**config.mk**
```make
export PLATFORM = sky130hd
export DESIGN_NAME = arm_imm_encoder
export DESIGN_NICKNAME = d
export VERILOG_FILES = /design/src/rtl/arm_imm_encoder.sv
export SDC_FILE = /design/constraint.sdc
export NUM_CORES = 1
export LEC_CHECK = 0
export BUFFER_PORTS_ARGS = -buffer_cell sky130_fd_sc_hd__buf_4
export CAP_MARGIN = 20
export CORE_ASPECT_RATIO = 0.75
export CORE_MARGIN = 5
export CORE_UTILIZATION = 35
export DETAILED_ROUTE_END_ITERATION = 10
export GPL_ROUTABILITY_DRIVEN = 0
export PLACE_DENSITY = 0.67
export SETUP_SLACK_MARGIN = 0.05
export SYNTH_ARGS = -nofsm -noshare
export SYNTH_HDL_FRONTEND = slang
export SYNTH_SLANG_ARGS = --single-unit
```
**constraint.sdc**
```tcl
create_clock -name clk -period 4.1 [get_ports clk]
set_input_delay 0.82 -clock clk [delete_from_list [all_inputs] [get_ports clk]]
set_output_delay 0.82 -clock clk [all_outputs]
set_load 0.1 [all_outputs]
```
**src/rtl/arm_imm_encoder.sv**
```systemverilog
// Inverse immediate extender: maps a target ExtImm value and ImmSrc back to the 24-bit field.
// Define ARM_IMM_ROT_SEARCH_EN to enable the multi-cycle rotate search for mode 00.
module arm_imm_encoder #(
    parameter int ROT_STEPS = 16
) (
    input  logic        clk,
    input  logic        reset,
    input  logic        in_valid,
    output logic        in_ready,
    input  logic [31:0] value,
    input  logic [1:0]  imm_src,
    output logic        out_valid,
    input  logic        out_ready,
    output logic [23:0] imm_field,
    output logic        fail
);

    if (ROT_STEPS < 1 || ROT_STEPS > 16) begin : g_bad_rot_steps
        $error("ROT_STEPS must be in 1..16");
    end

`ifdef ARM_IMM_ROT_SEARCH_EN
    typedef enum logic [1:0] {
        IDLE   = 2'd0,
        SEARCH = 2'd1,
        DONE   = 2'd2
    } state_e;

    localparam logic [3:0] ROT_LAST = 4'(ROT_STEPS - 1);

    function automatic logic [31:0] rol2(input logic [31:0] v, input logic [3:0] r);
        logic [63:0] w;
        w = {v, v} << {r, 1'b0};
        return w[63:32];
    endfunction

    logic [31:0] val_q, val_d;
    logic [3:0]  rot_q, rot_d;
    logic [31:0] cand;
`else
    typedef enum logic [1:0] {
        IDLE = 2'd0,
        DONE = 2'd2
    } state_e;
`endif

    state_e      state_q, state_d;
    logic [23:0] imm_q, imm_d;
    logic        fail_q, fail_d;
    logic        br_ok;

    assign in_ready  = (state_q == IDLE);
    assign out_valid = (state_q == DONE);
    assign imm_field = imm_q;
    assign fail      = fail_q;

    // Branch offsets must be word aligned and fit a signed 26-bit byte offset.
    assign br_ok = (value[1:0] == 2'b00) && (value[31:26] == {6{value[25]}});

    always_comb begin
        state_d = state_q;
        imm_d   = imm_q;
        fail_d  = fail_q;
`ifdef ARM_IMM_ROT_SEARCH_EN
        val_d   = val_q;
        rot_d   = rot_q;
        cand    = rol2(val_q, rot_q);
`endif
        unique case (state_q)
            IDLE: begin
                if (in_valid) begin
                    state_d = DONE;
                    unique case (imm_src)
                        2'b00: begin
`ifdef ARM_IMM_ROT_SEARCH_EN
                            // Rotation 0 is tested on the accept edge itself.
                            val_d = value;
                            if (value[31:8] == 24'd0) begin
                                fail_d = 1'b0;
                                imm_d  = {16'd0, value[7:0]};
                            end else if (ROT_STEPS == 1) begin
                                fail_d = 1'b1;
                                imm_d  = 24'd0;
                            end else begin
                                state_d = SEARCH;
                                rot_d   = 4'd1;
                            end
`else
                            fail_d = |value[31:8];
                            imm_d  = fail_d ? 24'd0 : {16'd0, value[7:0]};
`endif
                        end
                        2'b01: begin
                            fail_d = |value[31:12];
                            imm_d  = fail_d ? 24'd0 : {12'd0, value[11:0]};
                        end
                        2'b10: begin
                            fail_d = !br_ok;
                            imm_d  = br_ok ? value[25:2] : 24'd0;
                        end
                        2'b11: begin
                            fail_d = 1'b1;
                            imm_d  = 24'd0;
                        end
                    endcase
                end
            end
`ifdef ARM_IMM_ROT_SEARCH_EN
            SEARCH: begin
                if (cand[31:8] == 24'd0) begin
                    state_d = DONE;
                    fail_d  = 1'b0;
                    imm_d   = {12'd0, rot_q, cand[7:0]};
                end else if (rot_q == ROT_LAST) begin
                    state_d = DONE;
                    fail_d  = 1'b1;
                    imm_d   = 24'd0;
                end else begin
                    rot_d = rot_q + 4'd1;
                end
            end
`endif
            DONE: begin
                if (out_ready) begin
                    state_d = IDLE;
`ifdef ARM_IMM_ROT_SEARCH_EN
                    rot_d   = 4'd0;
`endif
                end
            end
            default: state_d = IDLE;
        endcase
    end

    always_ff @(posedge clk) begin
        if (reset) begin
            state_q <= IDLE;
            imm_q   <= 24'd0;
            fail_q  <= 1'b0;
`ifdef ARM_IMM_ROT_SEARCH_EN
            val_q   <= 32'd0;
            rot_q   <= 4'd0;
`endif
        end else begin
            state_q <= state_d;
            imm_q   <= imm_d;
            fail_q  <= fail_d;
`ifdef ARM_IMM_ROT_SEARCH_EN
            val_q   <= val_d;
            rot_q   <= rot_d;
`endif
        end
    end

endmodule

```
# Yosys cells after proc, flatten, opt, wreduce, memory -nomap -nowiden
# Cells that the tools add are included.
# totals
output_inout_bits	27
ff_bits	27
input_bits	38
# op_classes
reduce_logical	9
n_mux	8
eq_ne	7
# ops
operator	count
$pmux 24 s4	1
$mux 24	1
$reduce_or 24->1	1
$reduce_or 20->1	1
$mux 12	1
$mux 8	1
$eq 2x2->1 const B	3
$eq 6x6->1	1
$logic_not 2->1	3
$mux 2	2
$pmux 1 s4	1
$pmux 2 s2	1
$reduce_and 2->1	2
$eq 2x1->1 const B	1
$ne 2x1->1 const B	1
$ne 2x2->1 const B	1
$logic_and 1x1->1	1
$logic_not 1->1	1

# Depth between registers and ports, before layout
# Gate-level depths: netlist (run 1).
# depth
ltp_word	4
depth_mapped	6
depth_no_buf	5

# Worst setup path after synthesis (run 1)
# OpenSTA, ideal clock, no wires.
# synth_timing
kind	register to register
startpoint	register state_q[1]
endpoint	register imm_q[7], in the netlist imm_field[7]
path_stages_with_launch	6
path_slack_ns	1.370
setup_time_ns	0.086
required_time_ns	4.014
t_arrival_ns	2.644
path_cell_list	dfxtp_1 > inv_1 > nand2_1 > clkbuf_1 > a221oi_1 > a211oi_1
# synth_between
elab_chain_cells	2
# synth_rtl
element	line_no	text
start: declaration	47	state_e state_q, state_d;
start signal: assignment	145	state_q <= state_d;
$logic_not 2->1	--	
net in_ready	9	output logic in_ready,
$reduce_and 2->1 (no source line)	--	
end signal: assignment	146	imm_q <= imm_d;
end: declaration	48	logic [23:0] imm_q, imm_d;
# The timed path passes the listed nets, and every way through them passes these cells.
# A chain may end at the register's enable or synchronous reset.

# Final worst setup path (run 1)
# layout_timing
startpoint	input port value[29]
endpoint	register imm_q[7], in the netlist imm_field[7]
# layout_between
elab_chain_cells	4
word_cells_on_any_way	8
cone_classes	1 x eq/ne; 4 x mux; 3 x reduce/logical
# layout_rtl
element	line_no	text
start: declaration	10	input logic [31:0] value,
$eq 6x6->1	58	assign br_ok = (value[1:0] == 2'b00) && (value[31:26] == {6{value[25]}});
$logic_and 1x1->1	58	
$mux 24	99	imm_d = br_ok ? value[25:2] : 24'd0;
$pmux 24 s4 (*)	73	unique case (imm_src)
# Every way passes the cells marked *; elsewhere a longest branch is shown, timed or not.

==> summary.md, run 1 <==
| Metric | Value |
|---|---|
| Placed wire-length estimate | 2820 um |
| Final hold violations | 0 |
| Initial Utilization | 35.4% |
| Sum of negative setup slack | 0 ps |
| Post-DR vias/cell | 5.02 |
| Max Root-Sink Buffers | 2 |
| Core area | 3590 um2 |
| Fill count | 357 |
| Number of synthesized flops with an enable pin | 0 |
| Clk slew on worst S/H paths | 80 ps |
| Gate power share | 27.1% |
| Max Cap Viol | 0 |
| M1 GR Usage | 21.1% |
| Crit path cell chain | buf_4 > nor4_2 > nand2_1 > a21oi_4 > a221oi_1 > a211oi_1 |
| Root Driver | clkbuf_8 |
| Largest net degree at the start of global routing | 28 |
| Actual slew at the worst max-slew pin | 839 ps |
| Post-Syn Area | 1270 um2 |
| Final wirelength | 3700 um |
| Layout cells sized above 1 | 42.4% |
| WHS | 455 ps |
| Hold buffers post-CTS | 0 |
| Crit-path max cell delay | 610 ps |
| WP buf/inv | 1 |
| Most used DFF post-synth | dfxtp_1 |
| Startpoint Class | input port |
| Final setup fails | 0 |
| Fin crit period | 2390 ps |
| Global-route usage over all layers | 15.3% |
| Syn_nets | 184 |
| Clk_skew | 3.98 ps |
| IO buf count | 64 |
| Switching Share | 33.0% |
| Die Wd | 79.6 um |
| Top Usage Layer GRT | met2 |
| Vias | 1289 |
| M2 GR Usage | 23.1% |
| GRT overflow | 0 |
| Top Family by Delay on Critical Path | compound AO/OA/AOI/OAI gates |
| Detailed Routing Iterations Pass 1 | 4 |
| Post-cts resize count | 0 |
| Status | finished clean |
| Fraction of registers with async set/reset | 0% |
| CTS buffer count | 3 |
| Cell Int Power | 396 uW |
| DR WL/cell | 14.4 um |
| DIE AREA | 4950 um2 |
| Max_slew headroom | 43.9% |
| Area after DPL | 1770 um2 |
| # Post-CTS Setup Buffers | 0 |
| Mapped Avg Cell Area | 8.70 um2 |
| Number of global-route vias before repair | 1260 |
| Hold Path Class | reg -> reg |
| Critical Path End Type | register |
| Synthesized flop and latch total | 26 |
| Chip height | 62.2 um |
| CTS Sinks | 26 |
| Final ANT Viol Nets | 0 |
| Register area share after synthesis | 41.0% |
| Leakage | 0.000749 uW |
| Synth Warn # | 0 |
| Clock share of power | 28.0% |
| Nets | 244 |
| Peak Freq | 419 MHz |
| I/O pin count | 65 |
| Unrepaired setup endpoints after global routing | no |
| N_diodes | 0 |
| Netlist cell types | 30 |
| Flop pwr share | 44.8% |
| Num rows | 19 |
| Final slew viol count | 0 |
| Design Area, Final | 1840 um2 |
| Latest clock arrival within the worst-skew pair | 270 ps |
| Initial DRC Count | 49 |
| Met3 Use GR | 5.49% |
| Crit-path max FO | 25 |
| Cell Pwr Density | 321 nW/um2 |
| Switching power | 195 uW |
| Critical path required time | 4290 ps |
| Max VDD drop | 0.000160 V |
| First-pass GRT wire length | 6090 um |
| TritonCTS clock tree | built |
| H-Tree Depth | 1 |
| Crit Path Category | in -> reg |
| Final Cycle Share | 58.2% |
| CP arrival | 2580 ps |
| Slowest CP cell | a21oi_4 |
| Area delta synth->final | 44.8% |
| Synthesized instance count | 146 |
| Initial antenna violation count | 0 |
| DRC Markers | 0 |
## power by group through the flow
stage                     sequential (uW)  combinational, uW  clock, uW
after floorplan                       327               44.1          0
after global placement                271                158          0
after detailed placement              271                159          0
after CTS                             265                159        170
after global routing                  266                170        182
final                                 265                160        166
## worst min-delay path: stages (launching register included)
cell,delay (ps)
dfxtp_1,320
nand2_1,50
a21oi_1,50
## logic make-up after synthesis
| logic type | after synthesis | share of synthesized area [%] |
|---|---|---|
| and+or+nand+nor | 78 | 35.0 |
| buffers and inverters | 11 | 4.14 |
| AOI/OAI and AO/OA | 31 | 19.9 |
| DFF | 26 | 41.0 |
## sequential cells by signal, indices dropped and copies added, names as in the netlist
signal     cells
fail           1
state_q        1
imm_field     24
## metrics by stage
step                power, uW  util (%)  setup WS, ps  std cells
floorplan                 371         -          1370        146
global placement          429      49.3          1470        252
detailed placement        429      49.3          1420        252
CTS                       594      50.8          1700        256
global route              619      51.2          1490        257
finish                    591      51.2          1710        257
## cell type report
cell class	count	area (um2)	area share [%]
flip-flops and latches	26	520	28.3
well taps	52	65.1	3.54
clock buffers	4	55.1	2.99
repair buffers	65	495	26.9
multi-input cells	109	699	38.0
inverters	1	3.75	0.204
## path summary, 6_finish.rpt
check / startpoint / to / slack [ps] / depth (start not counted)
worst min-delay path: fail / fail / 460 / 2
worst max register to register: state_q[1] / imm_field[9] / 2400 / 5
worst min register to register: fail / fail / 460 / 2
worst max-delay path: value[29] / imm_field[7] / 1710 / 6
## synth_stat cells (3+ instances only)
cell	number	share of area (%)
a211oi_1	3	1.8
a21oi_1	13	5.1
a221oi_1	3	2.1
a221oi_2	5	5.9
a32oi_1	4	2.8
clkbuf_1	6	1.8
dfxtp_1	26	41
nand2_1	25	7.4
nand3_1	12	4.7
nand4_1	4	2.0
nor2_1	14	4.1
nor3_1	4	1.6
nor3_2	6	4.7
nor4_2	3	3.0
## metal layers
metal,vias to the layer above,part of all wire (%)
li1,664,-
met2,46,45
met3,4,8.0
met5,-,0
met1,575,46
met4,0,0.54
## layout by cell type (no fill, tap or decap), drive strengths merged
master,count
clkbuf,4
nand4,5
nor2b,1
nor4,5
nand2,25
nor3b,2
a21oi,14
o22ai,1
nand3,12
dfxtp,26
nor2,14
or3,1
a211oi,3
a32oi,4
or4b,1
nor3,10
buf,65
and4,1
inv,1
nand4b,1
a221oi,8
a31oi,1
No activity file was read; power rests on OpenSTA's default activity.
==> run 2, diff against run 1 <==
==> constraint.sdc (replaced) <==
create_clock -name clk -period 2.4 [get_ports clk]
set_input_delay 0.48 -clock clk [delete_from_list [all_inputs] [get_ports clk]]
set_output_delay 0.48 -clock clk [all_outputs]
set_load 0.1 [all_outputs]
==> run 2 against run 1 <==
Effect of this change:
- via count rose by 0.93%
- total power rose by 72%
- die area did not move
- final cell count rose by 1.6%
- largest cell class unchanged
- utilization rose by 0.66 points
- worst setup slack got worse by 1200 ps
- routed wire length rose by 2.9%
- global-route usage rose by 0.20 points
- flip-flop and latch count did not move
==> summary.md, run 2 (synthesized netlist as in run 1, its figures left out) <==
| Metric | Value |
|---|---|
| Status | finished clean (unchanged) |
| Reg-to-reg slack, setup | 940 ps (was 2400 ps) |
| Critical path required time | 2550 ps (was 4290 ps) |
| CTS buffer count | 3 (unchanged) |
| Fin util | 51.9% (was 51.2%) |
| Clk_skew | 6.15 ps (was 3.98 ps) |
| Core area | 3590 um2 (unchanged) |
| Final slew viol count | 0 (unchanged) |
| Post-DR vias/cell | 4.98 (was 5.02) |
| Layout cells sized above 1 | 44.0% (was 42.4%) |
| Startpoint Class | input port (unchanged) |
| Hold worst-path end | state_q[1] (was fail) |
| Leakage | 0.000767 uW (was 0.000749 uW) |
| Latest clock arrival within the worst-skew pair | 270 ps (about the same) |
| Placed cells | 257 (was 252) |
| Reg2reg end | imm_field[8] (was imm_field[9]) |
| Setup WS pre-CTS | 243 ps (was 1420 ps) |
| N_diodes | 0 (unchanged) |
| Worst flop-to-flop path startpoint | state_q[1] (unchanged) |
| Nets | 248 (was 244) |
| Final wirelength | 3810 um (was 3700 um) |
| Unrepaired setup endpoints after global routing | no (unchanged) |
| Peak Freq | 521 MHz |
| TritonCTS clock tree | built (unchanged) |
| Crit Path Category | in -> reg (unchanged) |
| Actual slew at the worst max-slew pin | 614 ps (was 839 ps) |
| Die Wd | 79.6 um (unchanged) |
| Fin crit period | 1920 ps |
| Total power | 1020 uW (was 591 uW) |
| Final Cycle Share | 80.0% |
| I/O pin count | 65 (unchanged) |
| Sum of negative setup slack | 0 ps (unchanged) |
| CP arrival | 2070 ps (was 2580 ps) |
| Placed wire-length estimate | 2980 um (was 2820 um) |
| Final hold violations | 0 (unchanged) |
| Max_slew headroom | 59.0% (was 43.9%) |
| CTS Sinks | 26 (unchanged) |
| Max Root-Sink Buffers | 2 (unchanged) |
| Largest net degree at the start of global routing | 26 (was 28) |
| Post-route insts no fill | 261 (was 257) |
| Initial antenna violation count | 0 (unchanged) |
| GRT overflow | 0 (unchanged) |
| Global-route usage over all layers | 15.5% (was 15.3%) |
| Final setup fails | 0 (unchanged) |
| Max VDD drop | 0.000311 V (was 0.000160 V) |
| Chip height | 62.2 um (unchanged) |
| Area delta synth->final | 46.7% (was 44.8%) |
| Post-cts resize count | 0 (unchanged) |
| Initial DRC Count | 62 (was 49) |
| Max reg flops | 24 (unchanged) |
| Critical Path End Type | register (unchanged) |
| Most common cell after layout, fill and taps aside | buf_4 (unchanged) |
| Detailed Routing Iterations Pass 1 | 6 (was 4) |
| Num rows | 19 (unchanged) |
| Root Driver | clkbuf_8 (unchanged) |
| Cells on Worst Hold Path | 2 (unchanged) |
| Vias | 1301 (was 1289) |
| Hold path start | out_ready (was fail) |
| Commonest cells after routing, fill and taps aside | buf_4, nand2_1, dfxtp_1 (was buf_4, dfxtp_1, nand2_1) |
| IO buf count | 64 (unchanged) |
| Crit-path max FO | 6 (was 25) |
| Clk slew on worst S/H paths | 90 ps (was 80 ps) |
| # Post-CTS Setup Buffers | 0 (unchanged) |
| Final ANT Viol Nets | 0 (unchanged) |
| H-Tree Depth | 1 (unchanged) |
| DRC Markers | 0 (unchanged) |
| Fin worst setup slack | 481 ps (was 1710 ps) |
| DR WL/cell | 14.6 um (was 14.4 um) |
| Hold Path Class | in -> reg (was reg -> reg) |
| First-pass GRT wire length | 6170 um (was 6090 um) |
| Max Cap Viol | 0 (unchanged) |
| Initial Utilization | 35.4% (unchanged) |
| Cell Pwr Density | 546 nW/um2 (was 321 nW/um2) |
| R2r worst-path depth | 5 (unchanged) |
| DIE AREA | 4950 um2 (unchanged) |
| Hold buffers post-CTS | 0 (unchanged) |
| Number of global-route vias before repair | 1225 (was 1260) |
## run 2: cell types whose count changed in the layout (fill, tap and decap cells not counted)
cell / change
buf_4: +5
dfxtp_2: +1
dfxtp_1: -1
buf_8: -1
## run 2: power by group
group	total, uW	switching [uW]	internal (uW)
Sequential	453	8.59	445
Clock	287	140	147
Combinational	277	191	86.5
## run 2: cell type report
type                            count  area [um2]
Tap cell                           52        65.1
Multi-Input combinational cell    109         699
Fill cell                         365        1730
Timing Repair Buffer               69         518
Inverter                            1        3.75
Sequential cell                    26         522
Clock buffer                        4        55.1
## run 2: worst max path at each step
stage               start       endpoint  slack, ps
2_1_floorplan  state_q[1]   imm_field[7]        160
3_3_place_gp     value[8]           fail        240
3_5_place_dp     value[8]           fail        240
4_1_cts          value[8]           fail        530
5_1_grt         value[18]  imm_field[11]        370
6_report         value[8]           fail        480
## run 2: routing by layer
layer / share of wire [%] / global-route usage, % / vias up
met5: 0 / 0 / -
met3: 8.7 / 5.92 / 2
li1: - / - / 668
met2: 42 / 20.3 / 48
met1: 49 / 24.1 / 583
met4: 0.32 / 1.93 / 0
## run 2: worst max-delay path, cell delays in order
cell     delay [ps]
buf_4           130
nor4_1          560
nor2_1          160
nor4_4          500
or3_1           190
a21oi_1          60
## run 2: per-stage QoR
stage	hold WS, ps	instance area [um2]
finish	375	1860
global route	378	1860
CTS	370	1860
detailed placement	444	1810
global placement	439	1810
floorplan	572	1270
==> run 3, diff against run 2 <==
==> constraint.sdc (replaced) <==
create_clock -name clk -period 1.9 [get_ports clk]
set_input_delay 0.38 -clock clk [delete_from_list [all_inputs] [get_ports clk]]
set_output_delay 0.38 -clock clk [all_outputs]
set_load 0.1 [all_outputs]
==> run 3 against run 2 <==
Effect of this change:
- clock-buffer cell count unchanged
- routed wire length decreased by 2.5%
- critical path depth increased by 1
- sequential power increased by 26%
- non-clock buffer count increased by 5
- via count increased by 3.6%
- register-to-register slack got worse by 260 ps
- final cell count increased by 1.9%
- clock power increased by 41%
- largest power group unchanged
==> summary.md, run 3 (synthesized netlist as in run 1, its figures left out) <==
| Metric | Value |
|---|---|
| Status | finished clean (unchanged) |
| Flop pwr share | 43.2% (was 44.5%) |
| First-pass GRT wire length | 5950 um (was 6170 um) |
| Commonest cells after routing, fill and taps aside | buf_4, dfxtp_1, nand2_1 (was buf_4, nand2_1, dfxtp_1) |
| TritonCTS clock tree | built (unchanged) |
| Max VDD drop | 0.000486 V (was 0.000311 V) |
| Fin crit period | 1580 ps |
| Final wirelength | 3710 um (was 3810 um) |
| Actual slew at the worst max-slew pin | 408 ps (was 614 ps) |
| Max Cap Viol | 0 (unchanged) |
| Number of global-route vias before repair | 1230 (was 1225) |
| Placed wire-length estimate | 2990 um (was 2980 um) |
| I/O pin count | 65 (unchanged) |
| DR WL/cell | 14.0 um (was 14.6 um) |
| GRT overflow | 0 (unchanged) |
| Num rows | 19 (unchanged) |
| H-Tree Depth | 1 (unchanged) |
| Switching power | 426 uW (was 340 uW) |
| Post-cts resize count | 0 (unchanged) |
| Slowest CP cell | nor4_2 (was nor4_1) |
| Crit-path max FO | 8 (was 6) |
| CTS buffer count | 3 (unchanged) |
| Global-route usage over all layers | 14.9% (was 15.5%) |
| Crit path cell chain | buf_4 > nor4_2 > nand2_1 > a21oi_4 > buf_4 > nand3_1 > a21oi_1 (was buf_4 > nor4_1 > nor2_1 > nor4_4 > or3_1 > a21oi_1) |
| Top Family by Delay on Critical Path | simple AND/OR/NAND/NOR gates (unchanged) |
| Hold Path Class | in -> reg (unchanged) |
| Startpoint Class | input port (unchanged) |
| Switching Share | 32.1% (was 33.4%) |
| Initial antenna violation count | 0 (unchanged) |
| Root Driver | clkbuf_8 (unchanged) |
| Die Wd | 79.6 um (unchanged) |
| Fin util | 53.5% (was 51.9%) |
| Critical path required time | 2100 ps (was 2550 ps) |
| Final ANT Viol Nets | 0 (unchanged) |
| Crit-path max cell delay | 330 ps (was 560 ps) |
| Fin worst setup slack | 320 ps (was 481 ps) |
| Design Area, Final | 1920 um2 (was 1860 um2) |
| Nets | 253 (was 248) |
| Area delta synth->final | 51.2% (was 46.7%) |
| Initial DRC Count | 46 (was 62) |
| CP most frequent cell | buf_4 |
| Crit Path Category | in -> reg (unchanged) |
| Final setup fails | 0 (unchanged) |
| Leakage | 0.000797 uW (was 0.000767 uW) |
| Final Cycle Share | 83.2% |
| Chip height | 62.2 um (unchanged) |
| CTS Sinks | 26 (unchanged) |
| CP arrival | 1780 ps (was 2070 ps) |
| Final hold violations | 0 (unchanged) |
| Clk_skew | 9.29 ps (was 6.15 ps) |
| WP buf/inv | 2 (was 1) |
| Latest clock arrival within the worst-skew pair | 270 ps (about the same) |
| Final slew viol count | 0 (unchanged) |
| Core area | 3590 um2 (unchanged) |
| Max Root-Sink Buffers | 2 (unchanged) |
| Area after DPL | 1850 um2 (was 1810 um2) |
| Layout cells sized above 1 | 46.3% (was 44.0%) |
| Detailed Routing Iterations Pass 1 | 4 (was 6) |
| Post-DR vias/cell | 5.07 (was 4.98) |
| DIE AREA | 4950 um2 (unchanged) |
| Cell Int Power | 901 uW (was 678 uW) |
| Largest net degree at the start of global routing | 26 (unchanged) |
| Clk slew on worst S/H paths | 90 ps (about the same) |
| Clock share of power | 30.5% (was 28.2%) |
| Max_slew headroom | 72.6% (was 59.0%) |
| N_diodes | 0 (unchanged) |
| Most common cell after layout, fill and taps aside | buf_4 (unchanged) |
| Setup WS pre-CTS | -2.54 ps (was 243 ps) |
| Vias | 1348 (was 1301) |
| Total power | 1330 uW (was 1020 uW) |
| IO buf count | 64 (unchanged) |
| Peak Freq | 633 MHz |
| Initial Utilization | 35.4% (unchanged) |
| # Post-CTS Setup Buffers | 0 (unchanged) |
| Unrepaired setup endpoints after global routing | no (unchanged) |
| Gate power share | 26.3% (was 27.2%) |
| Max reg flops | 24 (unchanged) |
| Critical Path End Type | register (unchanged) |
| DRC Markers | 0 (unchanged) |
| Fill count | 356 (was 365) |
| Cell Pwr Density | 691 nW/um2 (was 546 nW/um2) |
| Hold buffers post-CTS | 0 (unchanged) |
## run 3: cell count changes in the layout (fill, tap and decap cells not counted)
| cell | delta |
|---|---|
| clkinvlp_4 | +1 |
| nand2_1 | -1 |
| clkbuf_16 | +1 |
| nand2_2 | +1 |
| buf_4 | +5 |
| dfxtp_2 | -1 |
| dfxtp_4 | +1 |
| inv_1 | -1 |
| clkbuf_8 | -1 |
## run 3: final cells by class
cell class / count / area [um2] / area share (%)
clock buffer: 4 / 66.3 / 3.45
inverter: 1 / 7.51 / 0.391
multi-input combinational: 109 / 702 / 36.5
sequential: 26 / 524 / 27.3
tap: 52 / 65.1 / 3.39
timing repair buffer: 74 / 556 / 28.9
## run 3: final timing paths
kind	depth (start not counted)	to	slack, ps	from
worst max-delay path	7	imm_field[15]	320	value[29]
worst max register to register	5	imm_field[9]	680	state_q[1]
worst min-delay path	2	state_q[1]	280	out_ready
worst min register to register	2	imm_field[13]	460	imm_field[13]
## run 3: power by group through the flow
stage | Combinational [uW] | Sequential (uW) | Clock, uW
floorplan | 99.8 | 706 | 0
global placement | 349 | 586 | 0
detailed placement | 350 | 586 | 0
CTS | 351 | 574 | 417
global route | 369 | 576 | 445
finish | 349 | 573 | 405
## run 3: per-stage QoR
step	hold WS, ps	TNS (ps)	cells
finish	277	0	266
global route	271	0	266
CTS	272	0	266
detailed placement	448	-2.54	262
global placement	440	0	262
floorplan	469	0	146
## run 3: routing by layer
metal  vias up  wire length [um]  part of all wire (%)  track usage (%)
met5         -                 0                     0                0
met4         0                11                  0.30             1.93
met3         2               381                    10             6.07
met2        52              1550                    42             20.6
met1       617              1770                    48             22.1
li1        677                 -                     -                -
